--- config.mk ---
export PLATFORM = sky130hd
export DESIGN_NAME = wavelet_tap_sequencer
export DESIGN_NICKNAME = d
export VERILOG_FILES = /design/src/rtl/wavelet_tap_sequencer.sv
export SDC_FILE = /design/constraint.sdc
export NUM_CORES = 1
export LEC_CHECK = 0
export CAP_MARGIN = 15
export CORE_MARGIN = 2
export CORE_UTILIZATION = 48
export DETAILED_ROUTE_END_ITERATION = 16
export DONT_BUFFER_PORTS = 1
export PLACE_DENSITY_LB_ADDON = 0.08
export SLEW_MARGIN = 20
export SYNTH_ARGS = -nofsm -noshare
export SYNTH_HDL_FRONTEND = slang
export SYNTH_SLANG_ARGS = --single-unit
--- constraint.sdc ---
create_clock -name clk -period 1.3 [get_ports clk]
set_input_delay 0 -clock clk [delete_from_list [all_inputs] [get_ports clk]]
set_output_delay 0 -clock clk [all_outputs]
set_load 0.01 [all_outputs]
--- src/rtl/wavelet_tap_sequencer.sv ---
// Sliding tap window and start strobe for the fir bank, plus capture and per-channel streaming of results.
// First result word is valid 3 cycles after a firing sample; o_ready is low from CALC until the last word transfers.
module wavelet_tap_sequencer #(
  parameter int BITS_PER_ELEM  = 8,
  parameter int NUM_ELEM       = 7,
  parameter int NUM_FILTERS    = 4,
  parameter int SUM_TRUNCATION = 8,
  parameter int DECIMATE       = 1,
  parameter int CH_BITS        = (NUM_FILTERS > 1) ? $clog2(NUM_FILTERS) : 1
) (
  input  logic                                 clk,
  input  logic                                 rst,
  input  logic [BITS_PER_ELEM-1:0]             i_sample,
  input  logic                                 i_valid,
  output logic                                 o_ready,
  output logic [NUM_ELEM*BITS_PER_ELEM-1:0]    o_taps,
  output logic                                 o_start_calc,
  input  logic [NUM_FILTERS*SUM_TRUNCATION-1:0] i_wavelets,
  output logic [SUM_TRUNCATION-1:0]            o_data,
  output logic [CH_BITS-1:0]                   o_channel,
  output logic                                 o_last,
  output logic                                 o_valid,
  input  logic                                 i_ready
);

  localparam int FILL_W = $clog2(NUM_ELEM + 1);
  localparam int DEC_W  = (DECIMATE > 1) ? $clog2(DECIMATE) : 1;

  typedef enum logic [1:0] {IDLE, CALC, CAPT, SEND} state_t;

  state_t                                r_state;
  state_t                                w_state_nxt;
  logic [NUM_ELEM*BITS_PER_ELEM-1:0]     r_taps;
  logic [FILL_W-1:0]                     r_fill;
  logic [DEC_W-1:0]                      r_dec;
  logic [CH_BITS-1:0]                    r_ch;
  logic [NUM_FILTERS*SUM_TRUNCATION-1:0] r_buf;

  logic w_accept;
  logic w_full_next;
  logic w_fire;
  logic w_xfer;
  logic w_last_ch;

  assign w_accept    = i_valid && (r_state == IDLE);
  // The window counts as full when this sample completes it.
  assign w_full_next = (r_fill >= FILL_W'(NUM_ELEM - 1));
  assign w_fire      = w_accept && w_full_next && (r_dec == '0);
  assign w_xfer      = (r_state == SEND) && i_ready;
  assign w_last_ch   = (r_ch == CH_BITS'(NUM_FILTERS - 1));

  always_ff @(posedge clk) begin
    if (!rst) r_state <= IDLE;
    else      r_state <= w_state_nxt;
  end

  always_comb begin
    w_state_nxt = r_state;
    case (r_state)
      IDLE:    if (w_fire) w_state_nxt = CALC;
      CALC:    w_state_nxt = CAPT;
      CAPT:    w_state_nxt = SEND;
      SEND:    if (w_xfer && w_last_ch) w_state_nxt = IDLE;
      default: w_state_nxt = IDLE;
    endcase
  end

  always_ff @(posedge clk) begin
    if (!rst) begin
      r_taps <= '0;
      r_fill <= '0;
      r_dec  <= '0;
      r_ch   <= '0;
      r_buf  <= '0;
    end else begin
      if (w_accept) begin
        r_taps <= {r_taps[(NUM_ELEM-1)*BITS_PER_ELEM-1:0], i_sample};
        if (r_fill != FILL_W'(NUM_ELEM)) r_fill <= r_fill + 1'b1;
        if (w_full_next) r_dec <= (r_dec == DEC_W'(DECIMATE - 1)) ? '0 : r_dec + 1'b1;
      end
      if (r_state == CAPT) begin
        r_buf <= i_wavelets;
        r_ch  <= '0;
      end else if (w_xfer) begin
        r_ch <= w_last_ch ? '0 : r_ch + 1'b1;
      end
    end
  end

  // Every output decodes registered state only; nothing flows through from i_valid or i_ready.
  assign o_ready      = (r_state == IDLE);
  assign o_start_calc = (r_state == CALC);
  assign o_valid      = (r_state == SEND);
  assign o_last       = (r_state == SEND) && w_last_ch;
  assign o_channel    = r_ch;
  assign o_data       = r_buf[r_ch*SUM_TRUNCATION +: SUM_TRUNCATION];
  assign o_taps       = r_taps;

endmodule

Word level (Yosys, flattened, before mapping) --
Cells that the tools add are included.
Cells by class: $add $sub $neg 3, order comparisons 1, equal/unequal tests 7, shift-type cells 1, multiplexer cells 5, bitwise gates (word level) 2, reduce and logical (&&, ||, !) cells 11
Operators by type and width (number):
- 32-bit by 6-bit variable part select with 8-bit output | 1
- 2-bit one-hot mux with 4 select lines | 1
- 2-bit equality test (second input constant) | 3
- 1-bit logical AND | 6
- 2-bit 2-to-1 mux | 3
- 2-bit AND reduction | 3
- 2-bit by 1-bit != test with 1-bit output (second input constant) | 2
- 3-bit by 1-bit adder with 3-bit output (second input constant) | 1
- 3-bit greater-or-equal comparator (second input constant) | 1
- 3-bit != test (second input constant) | 1
- 2-bit by 1-bit adder with 2-bit output (second input constant) | 1
- 2-bit by 1-bit equality test with 1-bit output (second input constant) | 1
- 2-bit logical NOT | 1
- 1-bit NOT | 2
- 2-bit OR reduction | 1
- 1-bit adder (second input constant) | 1
- 1-bit 2-to-1 mux | 1
Word-level totals: bits in registers 96, input port bits 44, logic and storage cells 36

Depth between registers and ports, before layout --
depth after elaboration 6, gate-level depth with buffers 7, mapped depth without buffers 5

Worst setup path before layout --
OpenSTA, ideal clock, no wires.
path kind flip-flop to flip-flop, start register r_state[0], end register r_taps[15] (netlist: o_taps[15]), setup time 0.066 ns, arrival time 1.281 ns, data required time 1.234 ns, slack -0.046 ns, stages on the path, launching flop included 8, buffers on the path 2, cells stage by stage dfxtp_1 > inv_1 > ha_1 > nand2_1 > buf_4 > buf_2 > nand2_1 > a21boi_2
On the way: cells in the longest elaborated chain, start to end 2
Ends and longest elaborated chain:
- start: declaration | RTL line 31 | state_t r_state;
- start signal: assignment | RTL line 54 | else r_state <= w_state_nxt;
- 2-bit logical NOT
- via o_ready | RTL line 15 | output logic o_ready,
- 1-bit logical AND | RTL line 45 | assign w_accept = i_valid && (r_state == IDLE);
- end signal: assignment | RTL line 77 | r_taps <= {r_taps[(NUM_ELEM-1)*BITS_PER_ELEM-1:0], i_sample};
- end: declaration | RTL line 33 | logic [NUM_ELEM*BITS_PER_ELEM-1:0] r_taps;
The timed path passes the listed nets, and every way through them passes these cells. A chain may end at the register's enable or synchronous reset.

Worst setup path in the final report --
start register r_ch[0] (netlist: o_channel[0]), end output port o_data[7]
On the way: cells in the longest elaborated chain, start to end 1
Ends and longest elaborated chain:
- start: declaration | RTL line 36 | logic [CH_BITS-1:0] r_ch;
- start signal: assignment | RTL line 85 | r_ch <= w_last_ch ? '0 : r_ch + 1'b1;
- 32-bit by 6-bit variable part select with 8-bit output | RTL line 96 | assign o_data = r_buf[r_ch*SUM_TRUNCATION +: SUM_TRUNCATION];
- end: declaration | RTL line 19 | output logic [SUM_TRUNCATION-1:0] o_data,
No other way between the ends.

==> flow_summary.ini <==
[logic_synthesis]
synth_adder_area_share = 0.0216
netlist_area_mm2 = 0.00406
synth.avg_cell_area_um2 = 10.2
ys_ff_latch = 95
muxShareOfSynthArea = 0.134
synth_xor_area_frac = 0.00216
synth.yosys.seq_area_share = 0.468
synth_top_area_frac = 0.468
async_reset_ff_frac = 0
postSynthCellCount = 398
ys.flop_type = dfxtp_1
synth_compound_area_frac = 0.148
synthTopCellsByCount = 117 x nand2_1, 95 x dfxtp_1, 40 x a21boi_2
synth_edf_count = 0
synth.most_common_cell = nand2_1
synthSimpleGateAreaFrac = 0.173
syn_nets = 449
ys_top_cells_by_area = dfxtp_1 47%, a21boi_2 11%, nand2_1 11%
synth_top_family_by_area = simple AND/OR/NAND/NOR gates
yosysTopAreaCell = dfxtp_1
synth_cell_type_count = 27
yosysWarnings = 0

[clocking]
clockBufferDepth = 2
clkLatencyLatePin_ns = 0.35
cts.sinks = 95
htreeDepth = 3
root_buffer = clkbuf_8
cts_tree = built
cts_buffers = 9
clkSlewWorstSetupHoldPaths_ns = 0.09
cts_hold_buf = 9

[drt]
wirelength_mm = 9.00
wl_per_cell_um = 16.8
viasPerCell = 5.14
drc_errors = 0
antenna_left = 0
vias = 2754
drt-initial-drc-count = 93
drtPass1Iterations = 4

[sta]
finalCritPeriodShare = 1.08
finalClockSkew_ns = 0.00927
tightest_slew_ns = 0.269
max-slew-margin-rel = 0.821
slew_viol_final = 0
setup_ws_ns = -0.109
timing.fmax_mhz = 710
rsz0062_at_grt = true
hold_ws_ns = -0.206
finalHoldViolations = 95
post-route-min-period_ns = 1.41
finalSetupViolCount = 31

[grt]
grt_pass1_vias = 2492
grt_pass1_wl_mm = 12.6
grt_antenna_before_repair = 0
grt.overflow.total = 0
gr-usage-all-layers = 0.180
grt_max_degree = 96

[pwr]
irDropWorstVdd_mv = 0.606
power_density_mw_per_mm2 = 1060
leakage_nw = 1.81

[setup_path]
worstPathMaxFanout = 5
worstRegToRegCells = 7
cp.arrival_ns = 1.41
r2r-start = r_state[0]$_SDFFE_PN0P_
r2r_end = o_taps[20]$_SDFFE_PN0P_
worstSetupPathType = flop to primary output
critPathLaunch = o_channel[0]$_SDFFE_PP0P_
ff2ff_setup_slack_ns = -0.04
endpoint_kind = primary output
worstPathRequired_ns = 1.30
start_kind = flop

[placed_design]
portBuffers = 0
dp_hpwl_mm = 5.25
place_ws_ns = -0.0680
placedInstanceArea_mm2 = 0.00419
globalplace.congestion = 0.698
placed_cells = 491

[cells_and_area]
instances_no_fill = 536
fin_area_mm2 = 0.00515
fillers = 674
drive_above_1_share = 0.339
area_growth_pct = 26.8
seq_area_mm2 = 0.00191
final_nets = 478
multi_input_area_mm2 = 0.00224
antennaDiodeCount = 0

[status]
status = complete, but fails checks
violations = negative hold slack, negative setup slack

[floorplan]
die-area_mm2 = 0.00922
rows = 33
die_x_um = 96.0
die_y_um = 96.0
core_mm2 = 0.00822
pin_count = 114
start_util = 0.495

[worst_hold_path]
hold_path_class = input pin to flop
hold_depth = 1
holdPathEnd = o_taps[11]$_SDFFE_PN0P_
min_from = rst

[job]
max_cap_violations = 0
## per-stage QoR
stage,total power [mW],setup TNS [ns],util
6_report,5.45,-1.27,0.627
5_1_grt,5.66,-3.90,0.627
4_1_cts,5.38,-1.18,0.570
3_5_place_dp,3.36,-1.67,0.510
3_3_place_gp,3.35,0,0.510
2_1_floorplan,3.32,0,-
## cell families (layout without fill, tap and decap cells)
kind of cell	after synthesis	after routing
simple gates	160	161
flops	95	95
compound gates	61	61
mux	44	44
buf+inv	30	62
fa+ha+maj	7	7
xor+xnor	1	1
## state kept, by name (all words and copies together), names as in the netlist
name / count
o_channel: 2
o_taps: 56
r_buf: 32
r_fill: 3
r_state: 2
## area by class of cell
cell class	instances	area share
clock buffers	10	0.0248
clock inverters	5	0.0117
inverters	2	0.00243
multi-input cells	274	0.434
flip-flops and latches	95	0.371
well taps	105	0.0255
repair buffers	45	0.131
## worst max-delay path, cell delays in order, from the launching register on
cell and delay, ns:
dfxtp_4 0.37, buf_8 0.13, mux4_2 0.56
## layout by cell type, fill, tap and decap left out
cell type	instances
dfxtp_4	2
nand2_1	89
inv_4	2
clkbuf_16	5
nor2_1	2
a21boi_1	14
xnor2_1	1
nand2_4	20
a21oi_1	2
a21boi_2	42
clkbuf_8	9
ha_4	6
nand2_8	1
bufinv_16	1
mux4_2	8
nand3b_1	1
buf_4	8
clkinvlp_4	4
buf_8	3
nand2b_1	1
mux2i_1	36
and2_2	1
o31ai_2	1
clkbuf_1	1
nor2b_1	34
buf_6	8
dfxtp_2	3
nand3_1	2
a21o_1	1
dfxtp_1	90
ha_1	1
nand2_2	7
and2_1	1
and2_4	2
a21boi_4	1
dlygate4sd3_1	9
buf_16	3
buf_12	9
## how the worst max path moves through the flow
stage | to | slack [ns]
detailed placement | o_taps[26]$_SDFFE_PN0P_ | -0.07
CTS | o_data[7] | -0.14
floorplan | o_taps[15]$_SDFFE_PN0P_ | 0.03
global placement | o_taps[47]$_SDFFE_PN0P_ | 0.004
global route | o_data[0] | -0.17
finish | o_data[7] | -0.11
## routing by layer
metal	track usage	wire, µm	up-vias
met5	0	0	-
met4	0.0679	123	0
met3	0.0666	728	12
met2	0.265	3900	80
met1	0.239	4250	1284
li1	-	-	1378
## timing repair
item | CTS | global route
gates resized for setup | 35 | 75
gates cloned | 4 | 6
pin swaps | 5 | 45
endpoints found under the setup margin | 67 | 70
hold endpoints to repair | 95 | 95
setup buffers | 7 | 5
## power by group
part	internal, mW	switching (mW)
registers	2.94	0.0552
logic	0.319	0.233
clock network	0.880	1.02
No activity file was read; power rests on OpenSTA's default activity.
